==> src/rtl/mem_bus_controller_pkg.sv <==
// Shared types and constants for the external bus controller.
// Holds the bus-cycle state encoding and default timing parameters.
package pa_bus;

   typedef enum logic [2:0] {
      IDLE,
      SETUP,
      STROBE,
      HOLD,
      DMA,
      HALT
   } e_bus_state;

   localparam logic [7:0]  BUS_ERR_DATA     = 8'hFF;
   localparam int unsigned SETUP_CYCLES_DEF = 1;
   localparam int unsigned MAX_WAIT_DEF     = 255;

endpackage

==> src/rtl/mem_bus_controller_sync_ff.sv <==
// Multi-stage flop synchronizer for a single asynchronous input.
// All stages clear to 0 on the asynchronous reset.
module sync_ff #(
   parameter int unsigned DEPTH = 2
) (
   input  logic clk,
   input  logic arst,
   input  logic d,
   output logic q
);

   logic [DEPTH-1:0] chain;

   always_ff @(posedge clk or posedge arst) begin
      if (arst) begin
         chain <= '0;
      end else begin
         chain <= {chain[DEPTH-2:0], d};
      end
   end

   assign q = chain[DEPTH-1];

endmodule

==> src/rtl/mem_bus_controller.sv <==
// External bus cycle sequencer: setup/strobe/wait/hold phasing for CPU
// accesses, DMA bus hand-off and the HALT state with interrupt wake-up.
module mem_bus_controller
   import pa_bus::*;
#(
   parameter int unsigned SETUP_CYCLES = SETUP_CYCLES_DEF,
   parameter int unsigned MAX_WAIT     = MAX_WAIT_DEF,
   parameter int unsigned SYNC_STAGES  = 2
) (
   input  logic        clk,
   input  logic        arst,
   input  logic        cpu_req,
   input  logic        cpu_wr,
   input  logic        cpu_mem_io,
   input  logic [21:0] cpu_addr,
   input  logic [7:0]  cpu_wdata,
   input  logic        cpu_halt_req,
   input  logic        int_pending,
   input  logic        dma_req,
   input  logic        pad_wait,
   input  logic [7:0]  data_bus_in,
   output logic [7:0]  cpu_rdata,
   output logic        cpu_done,
   output logic        cpu_stall,
   output logic        bus_err,
   output logic [21:0] addr,
   output logic [7:0]  data_out,
   output logic        data_oe,
   output logic        bus_oe,
   output logic        rd,
   output logic        wr,
   output logic        mem_io,
   output logic        halt,
   output logic        dma_ack
);

   localparam logic [3:0] SETUP_LAST = 4'(SETUP_CYCLES - 1);
   localparam logic [7:0] WAIT_LIMIT = 8'(MAX_WAIT);

   e_bus_state  state_q, state_d;
   logic [21:0] addr_q, addr_d;
   logic [7:0]  wdata_q, wdata_d;
   logic        wr_q, wr_d;
   logic        mem_io_q, mem_io_d;
   logic [3:0]  setup_cnt_q, setup_cnt_d;
   logic [7:0]  wait_cnt_q, wait_cnt_d;
   logic [7:0]  rdata_q, rdata_d;
   logic        err_q, err_d;
   logic        dma_block_q, dma_block_d;
   logic        from_halt_q, from_halt_d;
   logic        dma_sync;

   sync_ff #(
      .DEPTH (SYNC_STAGES)
   ) u_dma_sync (
      .clk  (clk),
      .arst (arst),
      .d    (dma_req),
      .q    (dma_sync)
   );

   always_ff @(posedge clk or posedge arst) begin
      if (arst) begin
         state_q     <= IDLE;
         addr_q      <= '0;
         wdata_q     <= '0;
         wr_q        <= 1'b0;
         mem_io_q    <= 1'b0;
         setup_cnt_q <= '0;
         wait_cnt_q  <= '0;
         rdata_q     <= '0;
         err_q       <= 1'b0;
         dma_block_q <= 1'b0;
         from_halt_q <= 1'b0;
      end else begin
         state_q     <= state_d;
         addr_q      <= addr_d;
         wdata_q     <= wdata_d;
         wr_q        <= wr_d;
         mem_io_q    <= mem_io_d;
         setup_cnt_q <= setup_cnt_d;
         wait_cnt_q  <= wait_cnt_d;
         rdata_q     <= rdata_d;
         err_q       <= err_d;
         dma_block_q <= dma_block_d;
         from_halt_q <= from_halt_d;
      end
   end

   always_comb begin
      state_d     = state_q;
      addr_d      = addr_q;
      wdata_d     = wdata_q;
      wr_d        = wr_q;
      mem_io_d    = mem_io_q;
      setup_cnt_d = setup_cnt_q;
      wait_cnt_d  = wait_cnt_q;
      rdata_d     = rdata_q;
      err_d       = err_q;
      dma_block_d = dma_block_q;
      from_halt_d = from_halt_q;

      unique case (state_q)
         IDLE: begin
            // DMA outranks the CPU unless the CPU is owed a cycle after the last grant
            if (dma_sync && !dma_block_q) begin
               state_d     = DMA;
               from_halt_d = 1'b0;
            end else if (cpu_req) begin
               state_d     = SETUP;
               addr_d      = cpu_addr;
               wdata_d     = cpu_wdata;
               wr_d        = cpu_wr;
               mem_io_d    = cpu_mem_io;
               setup_cnt_d = '0;
               dma_block_d = 1'b0;
            end else if (cpu_halt_req) begin
               state_d = HALT;
            end
         end

         SETUP: begin
            if (setup_cnt_q == SETUP_LAST) begin
               state_d     = STROBE;
               setup_cnt_d = '0;
               wait_cnt_d  = '0;
            end else begin
               setup_cnt_d = setup_cnt_q + 4'd1;
            end
         end

         STROBE: begin
            if (pad_wait) begin
               if (wait_cnt_q == WAIT_LIMIT) begin
                  state_d = HOLD;
                  err_d   = 1'b1;
                  rdata_d = BUS_ERR_DATA;
               end else begin
                  wait_cnt_d = wait_cnt_q + 8'd1;
               end
            end else begin
               state_d = HOLD;
               if (!wr_q) begin
                  rdata_d = data_bus_in;
               end
            end
         end

         HOLD: begin
            state_d = IDLE;
            err_d   = 1'b0;
         end

         DMA: begin
            if (!dma_sync) begin
               state_d = from_halt_q ? HALT : IDLE;
               if (cpu_req) begin
                  dma_block_d = 1'b1;
               end
            end
         end

         HALT: begin
            if (dma_sync) begin
               state_d     = DMA;
               from_halt_d = 1'b1;
            end else if (int_pending) begin
               state_d = IDLE;
            end
         end

         default: state_d = IDLE;
      endcase
   end

   always_comb begin
      cpu_done  = (state_q == HOLD);
      bus_err   = (state_q == HOLD) && err_q;
      rd        = (state_q == STROBE) && !wr_q;
      wr        = (state_q == STROBE) && wr_q;
      data_oe   = wr_q && ((state_q == SETUP) || (state_q == STROBE) || (state_q == HOLD));
      bus_oe    = (state_q != DMA);
      dma_ack   = (state_q == DMA);
      halt      = (state_q == HALT) || ((state_q == DMA) && from_halt_q);
      cpu_stall = cpu_req && !cpu_done;
      addr      = addr_q;
      data_out  = wdata_q;
      mem_io    = mem_io_q;
      cpu_rdata = rdata_q;
   end

endmodule

==> config.mk <==
export PLATFORM = sky130hd
export DESIGN_NAME = mem_bus_controller
export DESIGN_NICKNAME = d
export VERILOG_FILES = /design/src/rtl/mem_bus_controller_pkg.sv /design/src/rtl/mem_bus_controller_sync_ff.sv /design/src/rtl/mem_bus_controller.sv
export SDC_FILE = /design/constraint.sdc
export NUM_CORES = 1
export LEC_CHECK = 0
export ABC_AREA = 1
export BUFFER_PORTS_ARGS = -buffer_cell sky130_fd_sc_hd__buf_2
export CORE_MARGIN = 4
export CORE_UTILIZATION = 45
export CTS_BUF_LIST = sky130_fd_sc_hd__clkbuf_4 sky130_fd_sc_hd__clkbuf_8
export CTS_CLUSTER_DIAMETER = 80
export DETAILED_ROUTE_END_ITERATION = 10
export GPL_TIMING_DRIVEN = 1
export PLACE_DENSITY = 0.75
export SLEW_MARGIN = 10
export SYNTH_ARGS = -nofsm -noshare
export SYNTH_HDL_FRONTEND = slang
export SYNTH_SLANG_ARGS = --single-unit
==> constraint.sdc <==
create_clock -name clk -period 1.74 [get_ports clk]
set_clock_uncertainty 0.2 [all_clocks]
set_input_delay 0.174 -clock clk [delete_from_list [all_inputs] [get_ports clk]]
set_output_delay 0.174 -clock clk [all_outputs]
set_load 0.05 [all_outputs]
# ---- After elaboration in Yosys (flattened, before gate mapping)
# Cells that the tools add are included.
dict set report totals {
  in_bits 47
  reg_bits 60
  output_inout_bits 48
  wordCells 98
}
dict set report op_classes {
  bitwise 1
  add_sub_neg 2
  n_eq_ne 22
  n_reduce_logical 28
  muxes 33
}
# operator count
set op_table {}
lappend op_table {{$mux W8} 6}
lappend op_table {{$mux W3} 10}
lappend op_table {{$ne A2 B2 Y1 const B} 10}
lappend op_table {{$pmux W8 S2} 1}
lappend op_table {{$pmux W3 S5} 1}
lappend op_table {{$reduce_and A3 Y1} 5}
lappend op_table {{$mux W4} 3}
lappend op_table {{$reduce_and A5 Y1} 2}
lappend op_table {{$reduce_bool A2 Y1} 5}
lappend op_table {{$add A8 B1 Y8 const B} 1}
lappend op_table {{$eq A8 B8 Y1 const B} 1}
lappend op_table {{$mux W1} 8}
lappend op_table {{$pmux W4 S2} 1}
lappend op_table {{$logic_and A1 B1 Y1} 7}
lappend op_table {{$eq A3 B2 Y1 const B} 2}
lappend op_table {{$eq A3 B3 Y1 const B} 2}
lappend op_table {{$ne A3 B3 Y1 const B} 2}
lappend op_table {{$pmux W1 S2} 3}
lappend op_table {{$add A4 B1 Y4 const B} 1}
lappend op_table {{$logic_not A4 Y1} 1}
lappend op_table {{$ne A2 B1 Y1 const B} 2}
lappend op_table {{$ne A4 B4 Y1 const B} 1}
lappend op_table {{$reduce_and A4 Y1} 1}
lappend op_table {{$eq A3 B1 Y1 const B} 1}
lappend op_table {{5 further kinds} 9}

# ---- Depth between registers and ports, before layout
# Gate-level depths: netlist of the first run.
dict set report depth {
  depth_word 4
  ltp_mapped 9
  ltp_nobuf 9
}

# ---- Cells and area by module
# A second synthesis of the first run with hierarchy kept.
dict set report hier_totals {
  cells_unflattened 346
  hier_area_um2 2896.5
}
# module cells_per_inst area_each_um2 instances seq_area_each_um2
set modules_own_cells {}
lappend modules_own_cells {mem_bus_controller 343 2842.7 1 1451.4}
lappend modules_own_cells {sync_ff 3 53.8 1 50.0}

# ---- Worst setup path after synthesis of the first run
# Ideal clock, no wire load.
dict set report synth_timing {
  kind {register -> output}
  from {reg state_q[1]}
  to {out halt}
  stages_incl_launch_ff 6
  required_time_ns 1.366
  path_buffers 0
  slack_ns -0.749
  arrival_ns 2.115
  cell_sequence {dfrtp_1 -> nor2_4 -> inv_1 -> nor2_1 -> nand2_1 -> o21ai_0}
}
dict set report synth_via {
  elab_chain_len 3
  word_cells_on_any_way 4
  cone_classes {eq/ne (2); reduce/logical (2)}
}
# item line_no
set synth_lines {}
lappend synth_lines {{start, declared} mem_bus_controller.sv:40} ;# e_bus_state state_q, state_d;
lappend synth_lines {{start signal, assigned} mem_bus_controller.sv:76} ;# state_q <= state_d;
lappend synth_lines {{$eq A3 B3 Y1} n/a}
lappend synth_lines {{net dma_ack} mem_bus_controller.sv:34} ;# output logic dma_ack
lappend synth_lines {{$logic_and A1 B1 Y1} mem_bus_controller.sv:184} ;# halt = (state_q == HALT) || ((state_q == DMA) && from_halt_q);
lappend synth_lines {{$logic_or A1 B1 Y1} mem_bus_controller.sv:184}
lappend synth_lines {{end, declared} mem_bus_controller.sv:33} ;# output logic halt,
# The timed path passes the listed nets, and every way through them passes these cells.

# ---- Worst setup path after layout of the first run
dict set report layout_timing {
  from {reg state_q[1]}
  to {out halt}
}
dict set report layout_via {
  elab_chain_len 3
  word_cells_on_any_way 4
  cone_classes {eq/ne (2); reduce/logical (2)}
}
# item line_no
set layout_lines {}
lappend layout_lines {{$eq A3 B3 Y1} mem_bus_controller.sv:184}
lappend layout_lines {{$logic_and A1 B1 Y1} mem_bus_controller.sv:184}
lappend layout_lines {{$logic_or A1 B1 Y1 *} mem_bus_controller.sv:184}
# Mark *: on every way between the ends. The rest lies on a longest branch, timed or not.

==> results of run 1 <==
[timing repair]
item	in CTS	in global routing
buffers inserted	6	8
gates resized for setup	27	15
pin swaps	4	5
endpoints found under the setup margin	42	64
hold buffers	43	0
gates cloned	0	1
endpoints found under the hold margin	102	0
[sequential cells by signal, indices dropped and copies added (netlist names)]
name / flops
err_q: 1
u_dma_sync.chain: 2
setup_cnt_q: 4
dma_block_q: 1
from_halt_q: 1
data_out: 8
wait_cnt_q: 8
addr: 22
mem_io: 1
cpu_rdata: 8
wr_q: 1
state_q: 3
[cell families (layout without fill, tap and decap cells)]
kind of cell | after synthesis | in the layout | synth area share
simple gates | 222 | 222 | 0.322
compound gates | 26 | 26 | 0.0525
xor+xnor | 4 | 4 | 0.0126
buf+inv | 35 | 208 | 0.0610
flops | 60 | 60 | 0.538
fa+ha+maj | 3 | 3 | 0.0135
other cells | 0 | 1 | 0
[power by group]
group | switching (W) | internal (W) | leakage (nW)
combinational | 0.00323 | 0.00138 | 1.48
sequential | 0.000340 | 0.00195 | 0.755
clock | 0.000559 | 0.000677 | 0.0997
[final timing paths]
| check | endpoint | slack (ns) | cells after the start | start |
|---|---|---|---|---|
| max reg2reg | addr[9] | -0.03 | 10 | state_q[2] |
| max in group asynchronous | state_q[1] | 0.77 | 4 | arst |
| min in group asynchronous | cpu_rdata[1] | 0.29 | 4 | arst |
| min | cpu_rdata[0] | 0.04 | 3 | pad_wait |
| max | halt | -0.06 | 6 | state_q[1] |
| min reg2reg | u_dma_sync.chain[1] | 0.17 | 0 | u_dma_sync.chain[0] |
[worst min-delay path, stage by stage]
cell and delay (ns):
buf_2 0.17, nor2_1 0.12, o21ai_1 0.07
[final cells by class]
class,count,area [µm²]
inverter,26,109
sequential,60,1500
multi-input combinational,255,1180
fill,445,1610
tap,75,93.8
antenna,1,2.50
clock inverter,6,65.1
clock buffer,10,131
timing repair buffer,166,1250
[routing by layer]
metal	track usage	up-vias	wire length (µm)
met4	0.108	0	191
met1	0.267	1332	3260
li1	-	1414	-
met2	0.346	89	3970
met5	0	-	0
met3	0.0466	18	432
[cells in the final DEF, fill, tap and decap left out, types with 2 or more instances in the layout]
cell type and count:
clkinv_4 2, nand2_1 163, nor2_1 26, o21ai_0 10, buf_8 2, xnor2_1 2
xor2_1 2, a21oi_1 4, buf_6 8, nand3_1 14, dfrtp_2 2, buf_12 4
nor2_2 4, dfrtp_1 58, inv_2 4, nor2_4 6, nand2_2 3, clkinv_2 2
o21ai_4 2, dlygate4sd3_1 43, buf_2 85, inv_1 20, buf_4 23, o21ai_1 8
clkinvlp_4 2, clkbuf_8 9, ha_1 3
[stage by stage]
stage          hold slack, ns  instances  setup WS (ns)  total power, W  setup TNS [ns]
2_1_floorplan         0.00543        350         -0.433         0.00526           -1.75
5_1_grt                0.0553        598         -0.167         0.00863           -4.83
3_5_place_dp           0.0870        526        -0.0429         0.00630          -0.883
3_3_place_gp           0.0813        526         0.0251         0.00623               0
6_report               0.0365        599        -0.0613         0.00813          -0.284
4_1_cts                0.0236        590        -0.0578         0.00785          -0.148
==> flow_metrics.tcl, run 1 <==
set metrics [dict create \
    run_status "complete, but fails checks" \
    grt_overflow 0 \
    worstSetupStartpointType "register" \
    num-nets-final 568 \
    rows 28 \
    timing.hold.worst.class "in -> reg" \
    post_detailed_route_via_to_cell_ratio 4.76 \
    type_of_element_capturing_the_critical_path "output pin" \
    tritoncts_num_sinks 60 \
    max_cap_viols 0 \
    fp.dieArea_mm2 0.00752 \
    syn_area_per_cell_um2 7.97 \
    max_freq_ghz 0.555 \
    layout_setup_ws_ns -0.0613 \
    critical_path.max_fanout 5 \
    worstPathCellList "nor2_4, inv_2, nor2_4, nand2_2, o21ai_4, buf_6" \
    power_per_cell_area_mw_per_mm2 1870 \
    worst_path_dominant_cell_family "flip-flops" \
    grt_pass1_vias 2765 \
    floorplan.die.height_um 86.7 \
    worst_ep_arrival_time_ns 1.43 \
    detail_route.first_pass.iterations 5 \
    postSynthCellCount 350 \
    cell_occurring_most_often_along_the_worst_timing_path "nor2_4" \
    synth.top_cell.area_share 0.538 \
    failing_checks "negative setup slack" \
    critical_path.n_buffers_inverters 2 \
    vias 2853 \
    crit_path_top_delay_cell "dfrtp_2" \
    place_congestion 0.919 \
    maxSlewViolCount 0 \
    grtUsageTotal 0.213 \
    drc 0 \
    final_hold_viol_count 0 \
    layout_min_cycle_time_ns 1.80 \
    netlist_top_cells_area "dfrtp_1 54%, nand2_1 22%, nor2_1 4.2%" \
    yosysTopAreaCell "dfrtp_1" \
    yosys_warnings 0 \
    grt_start_max_net_pins 61 \
    cts-buffers-inserted 9 \
    core-area_mm2 0.00596 \
    grt_antenna_before_repair 0 \
    wirelength_mm 7.85 \
    max_stage_delay_ns 0.45 \
    critPathKind "reg -> out" \
    synth.most_common_cell "nand2_1" \
    floorplan.initialDensity 0.468 \
    crit_required_ns 1.37 \
    layout_worst_path_cycle_share 1.04 \
    clock_tree.root_cell "clkbuf_8" \
    drive_gt1_frac 0.319 \
    number_of_synthesized_flops_with_an_enable_pin 0 \
    input_output_buffers 94 \
    post_synth_most_frequent_cells "166 x nand2_1, 60 x dfrtp_1, 31 x nor2_1, 23 x inv_1, 14 x nand3_1" \
    final_core_util 0.729 \
    post-route-cell-area_mm2 0.00434 \
    synth_nets 400 \
    seq_area_frac_synth 0.538 \
    dp_hpwl_mm 4.65 \
    worst_ir_drop_vdd_v 0.00124 \
    timing.max_slew.rel_slack 0.756 \
    initialDrtViolationCount 179 \
    timing.final.setup_violations 21 \
    design.portCount 95 \
    die_x_um 86.7 \
    place_area_mm2 0.00344 \
    cell_area_after_synthesis_mm2 0.00279 \
    dominantRegCellSynth "dfrtp_1" \
    grt_setup_unrepaired "true" \
    cts_buffer_depth 2 \
    clock_insertion_delay_worst_skew_ns 0.33 \
    cts_tree "done" \
    yosys.cell_types.count 27 \
    flow.area_growth_from_synthesis_pct 55.8 \
    power.leakage_nw 2.33 \
    route.detailed.wl_per_inst_um 13.1 \
    htree_levels 3 \
    async_flop_share 1.00 \
    antenna_left 0 \
    synth_seq_cells 60 \
    max_slew.worst_pin.slew_ns 0.364 \
    worst_setup_hold_path_clk_slew_ns 0.07 \
    wire_length_of_the_first_global_routing_pass_mm 12.6 \
]
Power figures use the tool's default switching activity.
==> run 2: changes to the inputs <==
ABC_AREA = not set   (was 1)
==> flow_metrics.tcl, run 2 <==
set metrics [dict create \
    max_stage_delay_ns 0.41 \
    route.detailed.wl_per_inst_um 23.2 \
    synth.top_cell.area_share 0.566 \
    netSwitchingPower_w 0.00440 \
    detail_route.first_pass.iterations 6 \
    n_antenna_cell 0 \
    regArea_mm2 0.00150 \
    cts_tree "done" \
    cellInternalPower_w 0.00464 \
    worstPathCellList "inv_1, ha_2, nor3b_4, buf_6, nor3_1, o41ai_1, o21ai_1" \
    dominantRegCellSynth "dfrtp_1" \
    largest_register_ffs 22 \
    final_common_cell "buf_2" \
    drc 0 \
    timing.hold.worst.class "in -> reg" \
    multi_input_comb_area_mm2 0.00131 \
    wire_length_of_the_first_global_routing_pass_mm 13.7 \
    num-nets-final 463 \
    crit_path_top_delay_cell "dfrtp_1" \
    drive_gt1_frac 0.561 \
    yosysTopAreaCell "dfrtp_1" \
    postSynthCellCount 216 \
    initialDrtViolationCount 206 \
    power_per_cell_area_mw_per_mm2 1930 \
    mostFrequentLayoutCells "85 x buf_2, 59 x dfrtp_1, 43 x dlygate4sd3_1" \
    timing.max_slew.rel_slack 0.677 \
    worst_setup_hold_path_clk_slew_ns 0.07 \
    timing.final.setup_violations 63 \
    cts_buffer_depth 2 \
    tritoncts_num_sinks 60 \
    floorplan.initialDensity 0.473 \
    count_of_cells_along_the_worst_register_to_register_path 7 \
    grtUsageTotal 0.243 \
    wirelength_mm 11.4 \
    syn_area_per_cell_um2 12.3 \
    layout_worst_path_cycle_share 1.20 \
    layout_setup_ws_ns -0.351 \
    post_detailed_route_via_to_cell_ratio 5.72 \
    die_x_um 84.8 \
    seq_area_frac_synth 0.566 \
    cts-buffers-inserted 9 \
    critPathKind "reg -> reg" \
    cell_area_after_synthesis_mm2 0.00266 \
    max_cap_viols 0 \
    input_output_buffers 94 \
    synth_seq_cells 60 \
    net_switching_fraction_of_the_power 0.487 \
    clock_tree.root_cell "clkbuf_8" \
    place_area_mm2 0.00345 \
    worst_ir_drop_vdd_v 0.00148 \
    type_of_element_capturing_the_critical_path "register" \
    fp.dieArea_mm2 0.00719 \
    post_synth_most_frequent_cells "60 x dfrtp_1, 19 x mux2_2, 16 x nand2_1, 14 x mux2_1, 11 x inv_1" \
    run_status "complete, but fails checks" \
    power.share.sequential 0.263 \
    floorplan.die.height_um 84.8 \
    grt_setup_unrepaired "true" \
    place_congestion 0.858 \
    fillers 257 \
    yosys_warnings 0 \
    power.leakage_nw 2.26 \
    rows 27 \
    min_path_cells 4 \
    netlist_top_cells_area "dfrtp_1 57%, mux2_2 8.1%, mux2_1 5.9%" \
    core-area_mm2 0.00561 \
    synth_nets 266 \
    flow.area_growth_from_synthesis_pct 76.4 \
    htree_levels 3 \
    failing_checks "negative setup slack" \
    post-route-cell-area_mm2 0.00468 \
    dp_hpwl_mm 4.84 \
    vias 2798 \
    post-layout-total-power_w 0.00904 \
    worstSetupStartpointType "register" \
    clock_insertion_delay_worst_skew_ns 0.34 \
    synth.most_common_cell "dfrtp_1" \
    hold_slack_ns 0.103 \
    async_flop_share 1.00 \
    grt_antenna_before_repair 0 \
    antenna_left 0 \
    grt_overflow 0 \
    clock_network_fraction_of_design_power 0.131 \
    crit_required_ns 1.72 \
    max_freq_ghz 0.478 \
    yosys.cell_types.count 44 \
    design.portCount 95 \
    layout_min_cycle_time_ns 2.09 \
    critical_path.max_fanout 3 \
    totalNegativeSetupSlack_ns -9.16 \
    max_slew.worst_pin.slew_ns 0.480 \
    grt_start_max_net_pins 46 \
    number_of_synthesized_flops_with_an_enable_pin 0 \
    maxSlewViolCount 0 \
    grt_pass1_vias 2810 \
    worst_ep_arrival_time_ns 2.07 \
    final_hold_viol_count 0 \
    combPwrFrac 0.606 \
]
run 2: final timing paths:
path,startpoint,endpoint,slack [ns]
max,setup_cnt_q[1],setup_cnt_q[2],-0.35
min,pad_wait,err_q,0.10
max reg2reg,setup_cnt_q[1],setup_cnt_q[2],-0.35
min reg2reg,u_dma_sync.chain[0],u_dma_sync.chain[1],0.20
max in group asynchronous,arst,state_q[2],0.56
min in group asynchronous,arst,addr[13],0.21
run 2: logic make-up after synthesis:
logic type                 Yosys count  synth area share
and+or+nand+nor                     63             0.135
DFF                                 60             0.566
AOI/OAI and AO/OA                   37             0.107
muxes                               35             0.148
buffers and inverters               18            0.0306
adders and majority gates            3            0.0141
run 2: layer usage:
metal,track usage,wire (µm),up-vias
met5,0,0,-
met4,0.0662,455,0
met3,0.0816,867,50
met2,0.434,5910,199
met1,0.277,4140,1373
li1,-,-,1176
run 2: through the flow:
stage	setup WS, ns	std cells	util
after floorplan	-0.172	216	-
after global placement	-0.0164	404	0.614
after detailed placement	-0.0936	404	0.614
after CTS	-0.180	477	0.771
after global routing	-0.444	489	0.835
final	-0.351	489	0.835
run 2: layout make-up:
| class | instances | share of cell area |
|---|---|---|
| clock inverters | 2 | 0.00214 |
| multi-input cells | 138 | 0.279 |
| flip-flops and latches | 60 | 0.321 |
| well taps | 72 | 0.0192 |
| repair buffers | 193 | 0.333 |
| inverters | 11 | 0.0104 |
| clock buffers | 13 | 0.0355 |
run 2: critical path, delay by kind of cell, from the launching register on:
kind	cells	cell delay, ns
AO/OA/AOI/OAI	2	0.56
adder cells (fa/ha/maj)	1	0.17
flip-flops	1	0.41
buffers and inverters	2	0.25
AND/OR/NAND/NOR	2	0.33
run 2: repair_timing:
action                                 CTS  global route
setup buffers                           15            11
resized for setup                       47            53
endpoints found under the hold margin  102             0
setup endpoints to repair               31            64
pin swaps                                3            15
cloned                                   0             4
hold buffers                            43             0
run 2: power groups by stage:
stage	combinational (W)	clock, W	sequential (W)
detailed placement	0.00410	0	0.00228
global placement	0.00403	0	0.00225
floorplan	0.00136	0	0.00387
CTS	0.00457	0.00113	0.00227
global route	0.00565	0.00125	0.00241
finish	0.00548	0.00118	0.00238
